[config.mk]
export PLATFORM = sky130hd
export DESIGN_NAME = fc_wr_ctrl
export DESIGN_NICKNAME = d
export VERILOG_FILES = /design/src/rtl/fc_wr_ctrl.sv
export SDC_FILE = /design/constraint.sdc
export NUM_CORES = 1
export LEC_CHECK = 0
export CORE_ASPECT_RATIO = 1.75
export CORE_MARGIN = 1.5
export CORE_UTILIZATION = 40
export DETAILED_ROUTE_END_ITERATION = 8
export HOLD_SLACK_MARGIN = 0.15
export PLACE_DENSITY = 0.69
export SETUP_SLACK_MARGIN = 0.1
export SYNTH_ARGS = -nofsm -noshare
export SYNTH_HDL_FRONTEND = slang
export SYNTH_SLANG_ARGS = --single-unit
[constraint.sdc]
create_clock -name clk -period 4.6 [get_ports clk]
set_input_delay 0.92 -clock clk [delete_from_list [all_inputs] [get_ports clk]]
set_output_delay 0.92 -clock clk [all_outputs]
set_load 0.03 [all_outputs]
[src/rtl/fc_wr_ctrl.sv]
// Fully-connected layer write controller: buffers one result vector and writes it out as bursts.
// Optional FC_WR_BRESP_WAIT_EN: wait for a matching write response after every burst.
module fc_wr_ctrl #(
    parameter int unsigned batch_size = 1,
    parameter int unsigned bias_size  = 1,
    parameter int unsigned burst_max  = 16
) (
    input  logic                                 clk,
    input  logic                                 rst_n,
    input  logic [batch_size*bias_size*32-1:0]   FcNwc_result,
    input  logic                                 FcNwc_result_valid,
    output logic                                 NwcFc_result_ready,
    output logic                                 NwcNc_initAddrRq,
    input  logic [27:0]                          NcNwc_initAddr,
    input  logic                                 NcNwc_initAddrEn,
    output logic                                 NwcNc_wr_end,
    output logic                                 NwcBus_awvalid,
    output logic [3:0]                           NwcBus_awuserid,
    output logic [3:0]                           NwcBus_awlen,
    output logic [27:0]                          NwcBus_awaddr,
    input  logic                                 BusNwc_awready,
    output logic                                 NwcBus_wvalid,
    output logic [31:0]                          NwcBus_wdata,
    output logic                                 NwcBus_wlast,
    input  logic                                 BusNwc_wready,
    input  logic                                 BusNwc_bvalid,
    input  logic [3:0]                           BusNwc_bid,
    output logic                                 NwcBus_bready
);

    localparam int unsigned N     = batch_size * bias_size;
    localparam int unsigned CW    = $clog2(N + 1);
    localparam int unsigned Depth = 2 ** CW;
    localparam logic [3:0]  AWID  = 4'b1010;

`ifdef FC_WR_BRESP_WAIT_EN
    typedef enum logic [2:0] {StIdle, StAddrRq, StAw, StW, StB, StDone} state_e;
`else
    typedef enum logic [2:0] {StIdle, StAddrRq, StAw, StW, StDone} state_e;
`endif

    state_e        state_q, state_d;
    logic [CW-1:0] k_q, k_d;
    logic [CW-1:0] rem_q, rem_d;
    logic [3:0]    beat_q, beat_d;
    logic [3:0]    len_q, len_d;
    logic [27:0]   addr_q, addr_d;
    logic          load;
    logic [31:0]   buf_q [Depth];

    logic          ready_q, rq_q, wr_end_q, awvalid_q, wvalid_q, wlast_q, bready_q;
    logic [3:0]    awuserid_q;
    logic [31:0]   wdata_q;

    always_comb begin
        state_d = state_q;
        k_d     = k_q;
        rem_d   = rem_q;
        beat_d  = beat_q;
        len_d   = len_q;
        addr_d  = addr_q;
        load    = 1'b0;
        unique case (state_q)
            StIdle: begin
                if (FcNwc_result_valid && ready_q) begin
                    load    = 1'b1;
                    k_d     = '0;
                    rem_d   = CW'(N);
                    state_d = StAddrRq;
                end
            end
            StAddrRq: begin
                if (NcNwc_initAddrEn) begin
                    addr_d  = NcNwc_initAddr;
                    state_d = StAw;
                end
            end
            StAw: begin
                if (BusNwc_awready) begin
                    beat_d  = '0;
                    state_d = StW;
                end
            end
            StW: begin
                if (BusNwc_wready) begin
                    k_d    = k_q + 1'b1;
                    rem_d  = rem_q - 1'b1;
                    beat_d = beat_q + 1'b1;
                    if (beat_q == len_q) begin
                        addr_d = addr_q + 28'(len_q) + 28'd1;
`ifdef FC_WR_BRESP_WAIT_EN
                        state_d = StB;
`else
                        state_d = (rem_d == '0) ? StDone : StAw;
`endif
                    end
                end
            end
`ifdef FC_WR_BRESP_WAIT_EN
            StB: begin
                if (BusNwc_bvalid && (BusNwc_bid == AWID)) begin
                    state_d = (rem_q == '0) ? StDone : StAw;
                end
            end
`endif
            StDone: state_d = StIdle;
            default: state_d = StIdle;
        endcase
        // Burst length is fixed on entry to AW so awlen stays stable while stalled.
        if ((state_d == StAw) && (state_q != StAw)) begin
            if (32'(rem_d) >= burst_max) begin
                len_d = 4'(burst_max - 1);
            end else begin
                len_d = 4'(rem_d - 1'b1);
            end
        end
    end

    always_ff @(posedge clk or negedge rst_n) begin
        if (!rst_n) begin
            state_q <= StIdle;
            k_q     <= '0;
            rem_q   <= '0;
            beat_q  <= '0;
            len_q   <= '0;
            addr_q  <= '0;
        end else begin
            state_q <= state_d;
            k_q     <= k_d;
            rem_q   <= rem_d;
            beat_q  <= beat_d;
            len_q   <= len_d;
            addr_q  <= addr_d;
        end
    end

    always_ff @(posedge clk or negedge rst_n) begin
        if (!rst_n) begin
            for (int i = 0; i < Depth; i++) begin
                buf_q[i] <= '0;
            end
        end else if (load) begin
            for (int i = 0; i < N; i++) begin
                buf_q[i] <= FcNwc_result[32*i +: 32];
            end
        end
    end

    // Outputs are registered from the next state so each appears in the cycle its state begins.
    always_ff @(posedge clk or negedge rst_n) begin
        if (!rst_n) begin
            ready_q    <= 1'b0;
            rq_q       <= 1'b0;
            wr_end_q   <= 1'b0;
            awvalid_q  <= 1'b0;
            awuserid_q <= '0;
            wvalid_q   <= 1'b0;
            wdata_q    <= '0;
            wlast_q    <= 1'b0;
            bready_q   <= 1'b0;
        end else begin
            ready_q    <= (state_d == StIdle);
            rq_q       <= (state_d == StAddrRq);
            wr_end_q   <= (state_d == StDone);
            awvalid_q  <= (state_d == StAw);
            awuserid_q <= (state_d == StAw) ? AWID : 4'b0000;
            wvalid_q   <= (state_d == StW);
            wdata_q    <= (state_d == StW) ? buf_q[k_d] : 32'd0;
            wlast_q    <= (state_d == StW) && (beat_d == len_d);
`ifdef FC_WR_BRESP_WAIT_EN
            bready_q   <= (state_d == StB);
`else
            bready_q   <= 1'b1;
`endif
        end
    end

`ifndef FC_WR_BRESP_WAIT_EN
    logic unused_bresp;
    assign unused_bresp = ^{BusNwc_bvalid, BusNwc_bid};
`endif

    assign NwcFc_result_ready = ready_q;
    assign NwcNc_initAddrRq   = rq_q;
    assign NwcNc_wr_end       = wr_end_q;
    assign NwcBus_awvalid     = awvalid_q;
    assign NwcBus_awuserid    = awuserid_q;
    assign NwcBus_awlen       = len_q;
    assign NwcBus_awaddr      = addr_q;
    assign NwcBus_wvalid      = wvalid_q;
    assign NwcBus_wdata       = wdata_q;
    assign NwcBus_wlast       = wlast_q;
    assign NwcBus_bready      = bready_q;

endmodule

==> metrics, run 1 <==
initial antenna violation count=0; Filler Cell Count=1052; leakage power=0.00286 uW; commonest non-fill, non-tap cell in the layout=clkdlybuf4s50_1; Clock Tree Buf Depth=2; Die X=87.1 um; Post-CTS Hold Buffers=0; I/O pin cnt=146; htree depth=3; CTS sink cnt=111; Tightest Pin Transition=1.01 ns; r2r endpoint=NwcBus_awaddr[22]; Rel. slew slack=32.8%; clock skew=0.00642 ns; fin cells=748; reg2reg setup slack=1.71 ns; Post-synth ARST share=100%; post-synthesis cell area=4950 um^2; Slowest-stage cell, CP=a211oi_4; CP endpoint=NwcBus_awaddr[22]; DR WL/cell=16.1 um; largest net degree at the start of global routing=50; crit start category=input port; placed cells=732; 1st-iter DRT viols=201; Fmax=325 MHz; Crit path largest cell delay=0.64 ns; worst setup path start=BusNwc_wready; crit-path max FO=21; CTS Root Cell=clkbuf_16; Initial Util=41.2%; CORE AREA=12000 um^2; Final Hold Viols=0; Yosys Warn Count=32; DPL Wire Length=8.93 mm; EDFF count, synth=0; Worst-path clk slew=0.08 ns; Post-DRT Antenna Nets=0; # setup viols final=0; crit share post-route=66.9%; RD Place Congestion=0.829; Synth cell types=53; Pwr Total=5180 uW; commonest non-fill, non-tap cells in the layout=137 x clkdlybuf4s50_1, 111 x dfrtp_1, 40 x a21oi_1; most used cell, CP=a21oi_1; synth top area cells=dfrtp_1 56%, mux2_2 8.0%, a21oi_1 4.0%; hold path start=buf_q[56]; Remaining DRCs=0; Worst EP arrival=3.34 ns; routed vias=3870; PortBufs=138; Syn Area/Cell=11.0 um^2; grt ovf=0; sequential share of the synthesized area=56.2%; GRT Total Usage=19.6%; Yosys top cell area share=56.2%; layout cells sized above 1=11.8%; maximum vdd drop=0.336 mV; Max-Cap Viols=0; Die ar.=13100 um^2; WP buf/inv=2; Top FF cell, synth=dfrtp_1; final-report max-slew violation count=0; vias in the first global route=4197; P&R area growth vs syn=36.6%; CTS resizes=0; CP endpoint kind=register; #FFs+latches synth=111; TritonCTS buffer count=9; clk_lat worst skew=0.34 ns; post-synthesis instance total=448; fin crit period=3.08 ns; RSZ-0062 raised after global routing=false; Post-CTS Setup Inserts=0; HP Class=reg2reg; Worst Path Required=4.86 ns; first-pass GRT wire length=19.9 mm; Final #Nets=655; Largest delay share family, worst path=buffers and inverters; 1st-pass router iterations=6; area of the multi-input gates=2040 um^2; routed wire length=12.0 mm; crit path cell chain=clkdlybuf4s50_1 > and3_1 > nand3_1 > a211oi_4 > buf_4 > a21oi_1 > a21oi_1; Die H=150 um; row cnt=53; Crit path depth=7; PwrDens=766 nW/um^2; hold_ws=0.475 ns; setup TNS=0 ns; run status=completed; reg-to-reg startpoint=NwcBus_awlen[0]; routed vias/inst=5.17; reg2reg path depth=11; Antenna Cells=0; Sequential Area=2780 um^2; CTS tree=built; kind of critical path=in2reg; post-synth top area cell=dfrtp_1
[sequential cells by signal, summed over array words and instances (netlist names)]
| register | cells |
|---|---|
| NwcBus_wdata | 32 |
| buf_q | 32 |
| NwcBus_awaddr | 28 |
| NwcBus_awlen | 4 |
| beat_q | 4 |
| state_q | 3 |
| NwcBus_awuserid | 1 |
| NwcBus_bready | 1 |
| NwcBus_wlast | 1 |
| NwcBus_wvalid | 1 |
| NwcFc_result_ready | 1 |
| NwcNc_initAddrRq | 1 |
| NwcNc_wr_end | 1 |
| rem_q | 1 |
[per-stage QoR]
step | setup slack, ns | util [%] | area [um^2]
after floorplan | 2.22 | - | 4950
after global placement | 1.24 | 53.9 | 6470
after detailed placement | 1.15 | 53.9 | 6470
after CTS | 1.52 | 56.3 | 6760
after global routing | 1.34 | 56.3 | 6760
final | 1.52 | 56.3 | 6760
[cells in the mapped netlist (2+ instances only)]
| master | n |
|---|---|
| buf_4 | 5 |
| clkbuf_1 | 14 |
| buf_1 | 3 |
| nor3_1 | 6 |
| a211oi_2 | 2 |
| nor2b_1 | 5 |
| a2bb2oi_1 | 8 |
| a21oi_1 | 40 |
| inv_1 | 6 |
| nand2_1 | 36 |
| ha_1 | 5 |
| buf_2 | 4 |
| o22ai_1 | 12 |
| a21o_1 | 3 |
| conb_1 | 2 |
| mux2_2 | 35 |
| nand2b_1 | 3 |
| xnor2_1 | 4 |
| nand3b_1 | 2 |
| or2_1 | 3 |
| a31oi_1 | 4 |
| o21ai_0 | 14 |
| mux2i_1 | 2 |
| a31oi_2 | 2 |
| and3_1 | 8 |
| nor2_1 | 23 |
| xor2_1 | 4 |
| and2_1 | 32 |
| dfrtp_1 | 111 |
| nand4_1 | 4 |
| nand3_1 | 14 |
| nor4_1 | 2 |
| mux2_1 | 2 |
| o21ai_1 | 9 |
[layout make-up]
class / instances / share of cell area [%]
Tap cell: 165 / 3.05
Inverter: 7 / 0.389
Timing Repair Buffer: 144 / 21.1
Multi-Input combinational cell: 305 / 30.1
Clock buffer: 10 / 3.39
Sequential cell: 111 / 41.1
Clock inverter: 6 / 0.852
[report_power, final]
| group | leakage, uW | switching, uW | internal (uW) | total [uW] |
|---|---|---|---|---|
| sequential | 0.00136 | 300 | 1380 | 1680 |
| combinational | 0.00136 | 1590 | 1140 | 2740 |
| clock | 0.000142 | 377 | 384 | 761 |
| total | 0.00286 | 2270 | 2910 | 5180 |
[metal layers]
metal  up-vias  track usage, %  share of wire (%)
li1       1829               -                  -
met4         0            10.2                3.6
met2       155            34.2                 52
met3        27            6.63                8.7
met1      1859            20.5                 36
met5         -               0                  0
[worst min path at each step]
stage | endpoint | slack [ns] | depth (start not counted)
2_1_floorplan | NwcBus_wdata[0] | 0.45 | 1
3_3_place_gp | NwcBus_wdata[25] | 0.46 | 1
3_5_place_dp | NwcBus_wdata[20] | 0.46 | 1
4_1_cts | NwcBus_wdata[31] | 0.48 | 1
5_1_grt | NwcBus_wdata[31] | 0.49 | 1
6_report | NwcBus_wdata[24] | 0.48 | 1
[cells by family after synthesis]
group	share of synthesized area, %
simple gates	15.3
xor+xnor	1.42
compound gates	13.5
other cells	0.152
mux	8.83
flops	56.2
fa+ha+maj	1.67
buf+inv	2.99
(Power assumes the default switching activity.)
==> run 2, diff against run 1 <==
--- a/config.mk
+++ b/config.mk
@@ -10,7 +10,7 @@
 export CORE_UTILIZATION = 40
 export DETAILED_ROUTE_END_ITERATION = 8
 export HOLD_SLACK_MARGIN = 0.15
-export PLACE_DENSITY = 0.69
+export PLACE_DENSITY = 0.72
 export SETUP_SLACK_MARGIN = 0.1
 export SYNTH_ARGS = -nofsm -noshare
 export SYNTH_HDL_FRONTEND = slang
==> constraint.sdc (replaced) <==
create_clock -name clk -period 2.5 [get_ports clk]
set_input_delay 0.5 -clock clk [delete_from_list [all_inputs] [get_ports clk]]
set_output_delay 0.5 -clock clk [all_outputs]
set_load 0.03 [all_outputs]
==> run 2 against run 1 <==
Against the previous run: setup slack got worse by 1.3 ns; hold slack got worse by 0.0055 ns; routed wire length is 3.0% higher; global-route usage up 0.36 points; sequential power up 84%; die area unchanged; highest routed layer unchanged.
==> metrics, run 2 (same netlist as run 1, synthesis figures left out) <==
run status=completed (unchanged); RD Place Congestion=0.867 (was 0.829); DR WL/cell=16.1 um (about the same); Worst-path clk slew=0.07 ns (was 0.08 ns); Max-Cap Viols=0 (unchanged); routed wire length=12.4 mm (was 12.0 mm); routed vias/inst=5.18 (was 5.17); clock share of power=13.9% (was 14.7%); layout cells sized above 1=15.0% (was 11.8%); 1st-pass router iterations=4 (was 6); CTS Root Cell=clkbuf_16 (unchanged); reg2reg path depth=8 (was 11); Placement Cell Area=6640 um^2 (was 6470 um^2); Die H=150 um (unchanged); first-pass GRT wire length=20.3 mm (was 19.9 mm); Net Sw Power=4240 uW (was 2270 uW); routed vias=3971 (was 3870); TritonCTS buffer count=9 (unchanged); # setup viols final=0 (unchanged); Core Util, Final=58.0% (was 56.3%); Logic pwr share=54.5% (was 52.9%); GRT Total Usage=20.0% (was 19.6%); CP endpoint kind=register (unchanged); Post-DRT Antenna Nets=0 (unchanged); Die X=87.1 um (unchanged); CTS tree=built (unchanged); crit share post-route=90.1%; commonest non-fill, non-tap cell in the layout=clkdlybuf4s50_1 (unchanged); P&R area growth vs syn=40.8% (was 36.6%); fin crit period=2.25 ns; reg-to-reg startpoint=NwcBus_awaddr[1] (was NwcBus_awlen[0]); Antenna Cells=0 (unchanged); crit-path max FO=5 (was 21); P_int=5560 uW (was 2910 uW); Die ar.=13100 um^2 (unchanged); CTS sink cnt=111 (unchanged); initial antenna violation count=0 (unchanged); Clock Tree Buf Depth=2 (unchanged); RSZ-0062 raised after global routing=false (unchanged); largest net degree at the start of global routing=59 (was 50); Final Hold Viols=0 (unchanged); kind of critical path=reg2reg (was in2reg); reg2reg setup slack=0.25 ns (was 1.71 ns); setup TNS=0 ns (unchanged); Remaining DRCs=0 (unchanged); DPL Wire Length=9.07 mm (was 8.93 mm); I/O pin cnt=146 (unchanged); Worst EP arrival=2.49 ns (was 3.34 ns); final-report max-slew violation count=0 (unchanged); Final #Nets=673 (was 655); Fmax=444 MHz; commonest non-fill, non-tap cells in the layout=137 x clkdlybuf4s50_1, 110 x dfrtp_1, 39 x a21oi_1 (was 137 x clkdlybuf4s50_1, 111 x dfrtp_1, 40 x a21oi_1); r2r endpoint=NwcBus_awaddr[27] (was NwcBus_awaddr[22]); leakage power=0.00296 uW (was 0.00286 uW); vias in the first global route=4173 (was 4197); Hold Path Sink=NwcBus_wdata[31] (was NwcBus_wdata[24]); crit start category=register (was input port); clk_lat worst skew=0.34 ns (about the same); maximum vdd drop=0.587 mV (was 0.336 mV); Sw Ratio=43.3% (was 43.9%); clock skew=0.00690 ns (was 0.00642 ns); HP Class=reg2reg (unchanged); PwrDens=1410 nW/um^2 (was 766 nW/um^2); hold path start=buf_q[63] (was buf_q[56]); row cnt=53 (unchanged); PortBufs=138 (unchanged); Reg power frac=31.5% (was 32.4%); post-route cell area=6960 um^2 (was 6760 um^2); Initial Util=41.2% (unchanged); htree depth=3 (unchanged); CORE AREA=12000 um^2 (unchanged); Filler Cell Count=1035 (was 1052); Worst Path Required=2.73 ns (was 4.86 ns); grt ovf=0 (unchanged); 1st-iter DRT viols=128 (was 201); Hold Path Stages=1 (unchanged)
==> run 2: critical path: stages, from the launching register on <==
cell and delay, ns:
dfrtp_2 0.45, ha_1 0.28, nor2b_1 0.12, o21a_1 0.14, o21ai_1 0.10, a2111o_1 0.52
or2_1 0.28, o22ai_1 0.18, a2bb2oi_2 0.07
==> run 2: area by class of cell <==
type / instances / area [um^2] / share of cell area (%)
Clock inverter: 6 / 53.8 / 0.773
Clock buffer: 10 / 229 / 3.29
Multi-Input combinational cell: 305 / 2050 / 29.4
Timing Repair Buffer: 162 / 1620 / 23.3
Inverter: 7 / 26.3 / 0.377
Sequential cell: 111 / 2780 / 39.9
Tap cell: 165 / 206 / 2.96
==> run 2: worst max-delay path by stage <==
stage,startpoint,endpoint,cells past startpoint
after floorplan,NwcBus_awlen[0],NwcBus_awaddr[22],11
after global placement,BusNwc_wready,NwcBus_wlast,7
after detailed placement,BusNwc_wready,NwcBus_awaddr[0],7
after CTS,NwcBus_awaddr[0],NwcBus_awaddr[22],12
after global routing,NwcBus_awaddr[1],NwcBus_awaddr[19],10
final,NwcBus_awaddr[1],NwcBus_awaddr[27],8
==> run 2: repair_timing <==
item | CTS | global route
hold buffers | 1 | 0
endpoints found under the hold margin | 29 | 0
endpoints found under the setup margin | 0 | 12
gates resized for setup | 0 | 4
setup buffers | 0 | 3
==> run 2: power by group through the flow <==
stage | Clock [uW] | Combinational [uW] | Sequential [uW]
after floorplan | 0 | 2380 | 3970
after global placement | 0 | 5230 | 3070
after detailed placement | 0 | 5320 | 3120
after CTS | 1400 | 5340 | 3090
after global routing | 1470 | 5820 | 3200
final | 1360 | 5340 | 3090
==> run 2: through the flow <==
step                      total power, uW  hold slack, ns  setup slack (ns)  std cells
after floorplan                      6350           0.204             0.118        449
after global placement               8300           0.455            0.0960        746
after detailed placement             8440           0.462            0.0412        746
after CTS                            9840           0.478             0.146        763
after global routing                10500           0.494             0.102        766
final                                9800           0.470             0.248        766
==> run 2: metal layers <==
metal / GRT usage, % / wire, um
met1: 21.3 / 4360
met2: 36.0 / 6620
met3: 6.36 / 1090
met4: 7.66 / 295
met5: 0 / 0
